File: src/rtl/ram_access_master.sv
// Ram bus initiator: takes one load/store at a time from the memory stage, issues a single-cycle
// Ram request, waits for the matching ready (or timeout) and returns a one-cycle response.
module ram_access_master #(
  parameter int unsigned ADDR_W  = 64,
  parameter int unsigned DATA_W  = 64,
  parameter int unsigned TIMEOUT = 255
) (
  input  logic              aclk_i,
  input  logic              areset_i,
  input  logic              req_valid_i,
  output logic              req_ready_o,
  input  logic              req_write_i,
  input  logic [ADDR_W-1:0] req_addr_i,
  input  logic [DATA_W-1:0] req_wdata_i,
  input  logic [1:0]        req_size_i,
  input  logic              req_signed_i,
  output logic              rsp_valid_o,
  output logic              rsp_err_o,
  output logic [DATA_W-1:0] rsp_rdata_o,
  output logic [ADDR_W-1:0] ram_write_addr_o,
  output logic [DATA_W-1:0] ram_write_data_o,
  output logic [3:0]        ram_write_strb_o,
  output logic [ADDR_W-1:0] ram_read_addr_o,
  input  logic [DATA_W-1:0] ram_read_data_i,
  input  logic              ram_read_ready_i,
  input  logic              ram_write_ready_i
);

  typedef enum logic [2:0] {
    StIdle,
    StIssueRd,
    StIssueWr,
    StWaitRd,
    StWaitWr,
    StResp
  } state_e;

  state_e state_q, state_d;

  logic [15:0]       cnt_q, cnt_d;
  logic [ADDR_W-1:0] addr_q, addr_d;
  logic [DATA_W-1:0] wdata_q, wdata_d;
  logic [1:0]        size_q, size_d;
  logic              signed_q, signed_d;

  logic [ADDR_W-1:0] ram_read_addr_d, ram_write_addr_d;
  logic [DATA_W-1:0] ram_write_data_d, rsp_rdata_d;
  logic [3:0]        ram_write_strb_d;
  logic              rsp_valid_d, rsp_err_d;
  logic              timeout_hit;

  function automatic logic [DATA_W-1:0] size_mask(input logic [1:0] sz);
    logic [DATA_W-1:0] m;
    case (sz)
      2'd0:    m = {{(DATA_W-8){1'b0}}, 8'hFF};
      2'd1:    m = {{(DATA_W-16){1'b0}}, 16'hFFFF};
      2'd2:    m = {{(DATA_W-32){1'b0}}, 32'hFFFF_FFFF};
      default: m = '1;
    endcase
    return m;
  endfunction

  function automatic logic [DATA_W-1:0] load_extend(input logic [DATA_W-1:0] raw,
                                                    input logic [1:0] sz, input logic sgn);
    logic [DATA_W-1:0] m;
    logic              sign_bit;
    m = size_mask(sz);
    case (sz)
      2'd0:    sign_bit = raw[7];
      2'd1:    sign_bit = raw[15];
      2'd2:    sign_bit = raw[31];
      default: sign_bit = 1'b0;
    endcase
    sign_bit = sign_bit & sgn;
    return (raw & m) | ({DATA_W{sign_bit}} & ~m);
  endfunction

  // The count reaching TIMEOUT this cycle ends the wait unless the matching ready is also here.
  assign timeout_hit = ({1'b0, cnt_q} + 17'd1) == 17'(TIMEOUT);

  always_ff @(posedge aclk_i or posedge areset_i) begin
    if (areset_i) begin
      state_q  <= StIdle;
      cnt_q    <= '0;
      addr_q   <= '0;
      wdata_q  <= '0;
      size_q   <= '0;
      signed_q <= 1'b0;
    end else begin
      state_q  <= state_d;
      cnt_q    <= cnt_d;
      addr_q   <= addr_d;
      wdata_q  <= wdata_d;
      size_q   <= size_d;
      signed_q <= signed_d;
    end
  end

  always_comb begin
    state_d  = state_q;
    cnt_d    = cnt_q;
    addr_d   = addr_q;
    wdata_d  = wdata_q;
    size_d   = size_q;
    signed_d = signed_q;
    unique case (state_q)
      StIdle: begin
        if (req_valid_i) begin
          addr_d   = req_addr_i;
          wdata_d  = req_wdata_i;
          size_d   = req_size_i;
          signed_d = req_signed_i;
          if (req_addr_i == '0) begin
            state_d = StResp;
          end else begin
            state_d = req_write_i ? StIssueWr : StIssueRd;
          end
        end
      end
      StIssueRd: state_d = StWaitRd;
      StIssueWr: state_d = StWaitWr;
      StWaitRd: begin
        cnt_d = cnt_q + 16'd1;
        if (ram_read_ready_i || timeout_hit) begin
          state_d = StResp;
          cnt_d   = '0;
        end
      end
      StWaitWr: begin
        cnt_d = cnt_q + 16'd1;
        if (ram_write_ready_i || timeout_hit) begin
          state_d = StResp;
          cnt_d   = '0;
        end
      end
      StResp:   state_d = StIdle;
      default:  state_d = StIdle;
    endcase
  end

  // Outputs are registered, so they are decoded from the state being entered.
  always_comb begin
    ram_read_addr_d  = '0;
    ram_write_addr_d = '0;
    ram_write_data_d = '0;
    ram_write_strb_d = '0;
    rsp_valid_d      = 1'b0;
    rsp_err_d        = 1'b0;
    rsp_rdata_d      = '0;
    unique case (state_d)
      StIssueRd: ram_read_addr_d = addr_d;
      StIssueWr: begin
        ram_write_addr_d = addr_d;
        ram_write_strb_d = 4'b0001 << size_d;
        ram_write_data_d = wdata_d & size_mask(size_d);
      end
      StResp: begin
        rsp_valid_d = 1'b1;
        if (state_q == StWaitRd && ram_read_ready_i) begin
          rsp_rdata_d = load_extend(ram_read_data_i, size_q, signed_q);
        end else if (!(state_q == StWaitWr && ram_write_ready_i)) begin
          rsp_err_d = 1'b1;
        end
      end
      default: ;
    endcase
  end

  always_ff @(posedge aclk_i or posedge areset_i) begin
    if (areset_i) begin
      ram_read_addr_o  <= '0;
      ram_write_addr_o <= '0;
      ram_write_data_o <= '0;
      ram_write_strb_o <= '0;
      rsp_valid_o      <= 1'b0;
      rsp_err_o        <= 1'b0;
      rsp_rdata_o      <= '0;
    end else begin
      ram_read_addr_o  <= ram_read_addr_d;
      ram_write_addr_o <= ram_write_addr_d;
      ram_write_data_o <= ram_write_data_d;
      ram_write_strb_o <= ram_write_strb_d;
      rsp_valid_o      <= rsp_valid_d;
      rsp_err_o        <= rsp_err_d;
      rsp_rdata_o      <= rsp_rdata_d;
    end
  end

  assign req_ready_o = (state_q == StIdle);

endmodule

File: config.mk
export PLATFORM = sky130hd
export DESIGN_NAME = ram_access_master
export DESIGN_NICKNAME = d
export VERILOG_FILES = /design/src/rtl/ram_access_master.sv
export SDC_FILE = /design/constraint.sdc
export NUM_CORES = 1
export LEC_CHECK = 0
export ABC_AREA = 1
export CAP_MARGIN = 10
export CORE_MARGIN = 2
export CORE_UTILIZATION = 45
export CTS_CLUSTER_SIZE = 16
export DETAILED_ROUTE_END_ITERATION = 8
export PLACE_DENSITY = 0.84
export SLEW_MARGIN = 20
export SYNTH_ARGS = -nofsm -noshare
export SYNTH_HDL_FRONTEND = slang
export SYNTH_SLANG_ARGS = --single-unit
File: constraint.sdc
create_clock -name aclk_i -period 16.4 [get_ports aclk_i]
set_input_delay 2.46 -clock aclk_i [delete_from_list [all_inputs] [get_ports aclk_i]]
set_output_delay 2.46 -clock aclk_i [all_outputs]
set_load 0.005 [all_outputs]
==> Word-level counts from Yosys, hierarchy flattened <==
Index checks and enable logic that the tools add are counted.
Widths: inputs -> output; s select.
{ "totals": {"regBits": 412, "input_bits": 201, "output_inout_bits": 263, "word_cells": 77} }
{ "classes": {"add_sub_neg": 2, "eq_ne": 12, "shifts": 1, "mux": 33, "n_bitwise": 6, "n_reduce_logical": 10} }
{ "op_table": {"columns": ["op", "n"], "rows": [
  ["$mux 64", 12],
  ["$pmux 64 s3", 2],
  ["$and 64x64->64", 3],
  ["$logic_not 64->1", 1],
  ["$not 64->64", 1],
  ["$or 64x64->64", 1],
  ["$mux 16", 2],
  ["$pmux 16 s2", 1],
  ["$add 16x1->17 const B", 1],
  ["$eq 17x8->1 const B", 1],
  ["$add 16x1->16 const B", 1],
  ["$pmux 3 s5", 1],
  ["$mux 3", 4],
  ["$eq 3x2->1 const B", 3],
  ["$eq 3x1->1 const B", 2],
  ["$eq 3x3->1 const B", 2],
  ["$mux 1", 6],
  ["$mux 2", 3],
  ["$eq 2x1->1 const B", 2],
  ["$eq 2x2->1 const B", 2],
  ["$logic_not 2->1", 2],
  ["$mux 4", 1],
  ["$shl 1x2->4 const A", 1],
  ["$logic_not 3->1", 1],
  ["6 further kinds", 8]
]} }

==> Depth between registers and ports, before layout <==
{ "depth": {"word_depth": 12, "mapped_depth": 17, "mapped_depth_nobuf": 15} }

==> Worst setup path before layout <==
Ideal clock, no wire load.
{ "synth_path": {"path_type": "input port to flip-flop", "from": "in req_addr_i[60]", "to": "reg ram_read_addr_o[14]", "setup_ns": 0.081, "arrival_time_ns": 3.752, "t_required_ns": 16.319, "slack_ns": 12.567, "path_stages": 13, "n_path_buf": 2, "cell_sequence": "nor2_1 nand3_1 nor2_1 nand2_1 nor2_1 nand2_1 nand2_1 a21oi_1 nand3_1 nand3_2 buf_6 buf_6 nor3_2"} }
{ "synth_via": {"elab_chain_len": 6} }
{ "synth_lines": {"columns": ["element", "line_no", "source"], "rows": [
  ["start, declared", "13", "input logic [ADDR_W-1:0] req_addr_i,"],
  ["$logic_not 64->1", "113", "if (req_addr_i == '0) begin"],
  ["$mux 3", "113", null],
  ["$mux 3", "108", "if (req_valid_i) begin"],
  ["$pmux 3 s5", "106", "unique case (state_q)"],
  ["named net state_d[0]", "38", "state_e state_q, state_d;"],
  ["$eq 3x1->1", "150", "unique case (state_d)"],
  ["$mux 64", "150", null],
  ["named net ram_read_addr_d[14]", "46", "logic [ADDR_W-1:0] ram_read_addr_d, ram_write_addr_d;"],
  ["end signal, assigned", "179", "ram_read_addr_o <= ram_read_addr_d;"],
  ["end, declared", "23", "output logic [ADDR_W-1:0] ram_read_addr_o,"]
]} }
The timed path passes the listed nets, and every way through them passes these cells.
A chain may end at the register's enable or synchronous reset.

==> Final worst setup path <==
{ "layout_path": {"from": "in req_valid_i", "to": "reg ram_write_data_o[55]"} }
{ "layout_via": {"elab_chain_len": 7, "elab_cells_between_ends": 14, "cone_classes": "3 x eq/ne; 9 x mux; 1 x bitwise; 1 x reduce/logical"} }
{ "layout_lines": {"columns": ["element", "line_no", "source"], "rows": [
  ["start, declared", "10", "input logic req_valid_i,"],
  ["$mux 2", "108", null],
  ["$mux 2", "106", null],
  ["$eq 2x2->1, or another cell as far along", "54", "case (sz)"],
  ["$pmux 64 s3", "54", null],
  ["$mux 64", "150", null],
  ["$and 64x64->64", "155", "ram_write_data_d = wdata_d & size_mask(size_d);"],
  ["$mux 64 (*)", "150", null],
  ["named net ram_write_data_d[55]", "47", "logic [DATA_W-1:0] ram_write_data_d, rsp_rdata_d;"],
  ["end signal, assigned", "181", "ram_write_data_o <= ram_write_data_d;"],
  ["end, declared", "21", "output logic [DATA_W-1:0] ram_write_data_o,"]
]} }
The timed path passes the listed nets; every way through them passes the cells marked *. The select of a mux whose other input is x is not followed.

==> summary.txt <==
Floorplanning
  – Chip height: about 190 um
  – Placeable Area: between 30000 and 40000 um2
  – Row count: 67
  – Starting density of the core: a little under half
  – Die ar.: between 30000 and 40000 um2
  – Die Wd: roughly 190 um
  – IO Count: about 460

Yosys
  – Largest area contributor in the netlist: dfrtp_1
  – Compound-gate portion of the synthesized area: 4.08%
  – Register area share after synthesis: about 67%
  – Count leader, synth: dfrtp_1
  – Syn Area/Cell: roughly 10 um2
  – Commonest cells post-synth: dfrtp_1, nand2_1, nor2_1
  – Yosys top cell area share: around two thirds
  – Syn. warnings: 0
  – Async S/R FF share, synth: 100%
  – Top cells by area, synth: dfrtp_1, nand2_1, nor2_1, inv_1, nor3_2
  – Xor and xnor area share after synthesis: less than 1%
  – Count of cell types in the netlist: 30
  – Post-synthesis simple-gate area fraction: around a fifth
  – Post-synthesis adder-cell area fraction: less than 1%
  – Main synth FF type: dfrtp_1
  – Combinational family with the most area after synthesis: simple AND/OR/NAND/NOR gates
  – Cell Area, Synth: 15400 um2
  – Synthesized flop and latch total: slightly above 400
  – Cells after Synth: ~1500
  – Multiplexer fraction of the synthesized cell area: 0%
  – Post-synth net total: roughly 1700
  – Post-synth EDFFs: 0

Clock tree
  – CTS sink cnt: slightly above 400
  – CTS buffer count: 43
  – CTS tree: built
  – Worst-path clk slew: approximately 0.06 ns
  – Clk buf depth: 3
  – Worst-Skew Late Latency: 0.53 ns
  – Post-CTS Hold Fix Bufs: 0
  – Clock root buffer: clkbuf_16
  – H-tree levels: 2
  – Post-cts resize count: 0
  – Setup bufs post-CTS: 0

Global route
  – First-pass GRT wire length: roughly 70 mm
  – Vias in the first global route: 12900
  – Grt total ovfl: 0
  – Initial antenna violation count: 2
  – Total track usage: 25.2%
  – Largest net degree at the start of global routing: 155

Pwr
  – Design Power: ~0.0034 W
  – Reg power frac: roughly two fifths
  – Sw Share: approximately a third
  – Switching pwr: approximately 0.0012 W
  – Clock power share: between 20% and 30%
  – Maximum vdd drop: ~0.10 mV
  – PwrDens: between 150 and 200 nW/um2
  – Pint: 0.00228 W
  – Static Leak: 10.6 nW
  – Comb power frac: a little under a third

STA
  – Final hold violation count: 0
  – Slew Limit Fails: 0
  – Setup violators final: 0
  – Post-layout minimum cycle time: roughly 5.7 ns
  – Max transition margin: 26.8%
  – Tcrit/Tclk final: 34.8%
  – Final Skew: approximately 0.012 ns
  – Tightest Pin Transition: 1.10 ns
  – Setup TNS: 0 ns
  – RSZ-0062 raised after global routing: no
  – Peak Freq: roughly 180 MHz

Hold path
  – Hold Path Class: reg2reg

Drt
  – Top Layer Used: met5
  – Post-route ant nets: 0
  – Iteration-0 DRC Markers: roughly 640
  – Routed metal-1 wirelength: about 16 mm
  – WL met2: between 20 and 25 mm
  – Remaining DRCs: 0
  – First-pass DRT Iterations: 5
  – Final WL: about 45 mm
  – Vias per Instance: ~4.9
  – Wire per inst: between 15 and 20 um
  – Met3 wire length: between 4 and 5 mm
  – Vias: roughly 12000

Finish
  – Filler cells: 2510
  – P&R area growth vs syn: 42.1%
  – Area of the multi-input gates: between 3000 and 4000 um2
  – FF+latch area: 10300 um2
  – Layout cells sized above 1: roughly 8.4%
  – Layout Nets: between 2000 and 2500

Outcome
  – Outcome: completed

Critical path
  – CP Capture Type: flop
  – Crit path DAT: between 6 and 7 ns
  – Worst reg2reg setup slack: ~12 ns
  – Maximum fanout along the worst path: between 100 and 150
  – Crit start category: input pin
  – CP Class: in2reg
  – Req. time, crit path: between 15 and 20 ns

Placement
  – PortBufs: roughly 460
  – Dpl hpwl: 31.3 mm
  – Placer congestion estimate: between 0.9 and 1

Flow run
  – Max-cap viol count: 0
layout by cell type (no fill, tap or decap), drive strengths merged, types with 17 or more instances in the layout:
cell type,synthesis,final
a21oi,28,28
and2,39,39
clkbuf,36,52
clkdlybuf4s50,0,463
clkinv,2,17
dfrtp,412,412
inv,226,229
nand2,278,278
nand3,23,23
nand4,19,19
nor2,244,244
nor3,83,83
o21ai,77,77
power by group through the flow:
stage | registers [W] | logic, W | clock network (W)
after floorplan | 0.00137 | 0.000648 | 0
after global placement | 0.00137 | 0.00103 | 0
after detailed placement | 0.00138 | 0.00107 | 0
after CTS | 0.00137 | 0.00108 | 0.00101
after global routing | 0.00139 | 0.00120 | 0.00105
final | 0.00137 | 0.00108 | 0.000989
worst max-delay path, cell delays in order:
cell	delay (ns)
clkdlybuf4s50_1	0.47
nand2_2	0.05
buf_4	0.34
inv_6	0.67
buf_4	0.81
o21ai_2	0.07
buf_4	0.24
nor2_1	0.14
nand2_2	0.39
a21oi_1	0.35
metal layers:
metal,GRT usage (%),up-vias
met2,42.7,512
met3,9.03,117
li1,-,5595
met1,28.4,5957
met5,0,-
met4,11.8,2
path summary, 6_finish.rpt:
| check | from | end | depth (start not counted) |
|---|---|---|---|
| max | req_valid_i | ram_write_data_o[55] | 10 |
| min | wdata_q[44] | wdata_q[44] | 2 |
| max reg2reg | state_q[1] | ram_write_data_o[55] | 12 |
| min reg2reg | wdata_q[44] | wdata_q[44] | 2 |
| max in group asynchronous | areset_i | ram_read_addr_o[4] | 4 |
| min in group asynchronous | areset_i | rsp_rdata_o[23] | 2 |
cell type report:
cell class | count | share of cell area, %
clock inverter | 26 | 1.28
antenna | 1 | 0.0114
clock buffer | 52 | 5.34
tap | 448 | 2.56
sequential | 412 | 47.0
inverter | 228 | 3.98
timing repair buffer | 476 | 21.7
multi-input combinational | 831 | 18.1
through the flow:
step | utilization [%] | setup WS [ns] | cell area [um2] | cells | hold WS [ns]
2_1_floorplan | - | 2.48 | 15400 | 1538 | 0.444
3_3_place_gp | 60.8 | 9.91 | 20400 | 2393 | 0.459
3_5_place_dp | 60.8 | 9.79 | 20400 | 2394 | 0.465
4_1_cts | 65.1 | 10.38 | 21900 | 2472 | 0.479
5_1_grt | 65.2 | 10.38 | 21900 | 2474 | 0.510
6_report | 65.2 | 10.70 | 21900 | 2474 | 0.479
registers in the layout, summed over array words and instances, names as in the netlist:
name and count:
addr_q 64, cnt_q 16, ram_read_addr_o 64, ram_write_addr_o 64
ram_write_data_o 64, ram_write_strb_o 4, rsp_err_o 1, rsp_rdata_o 64
rsp_valid_o 1, signed_q 1, size_q 2, state_q 3
wdata_q 64
cell families after synthesis:
| family | Yosys count |
|---|---|
| fa+ha+maj | 2 |
| compound gates | 121 |
| simple gates | 707 |
| xor+xnor | 1 |
| buf+inv | 295 |
| flops | 412 |
(Power assumes the default switching activity.)
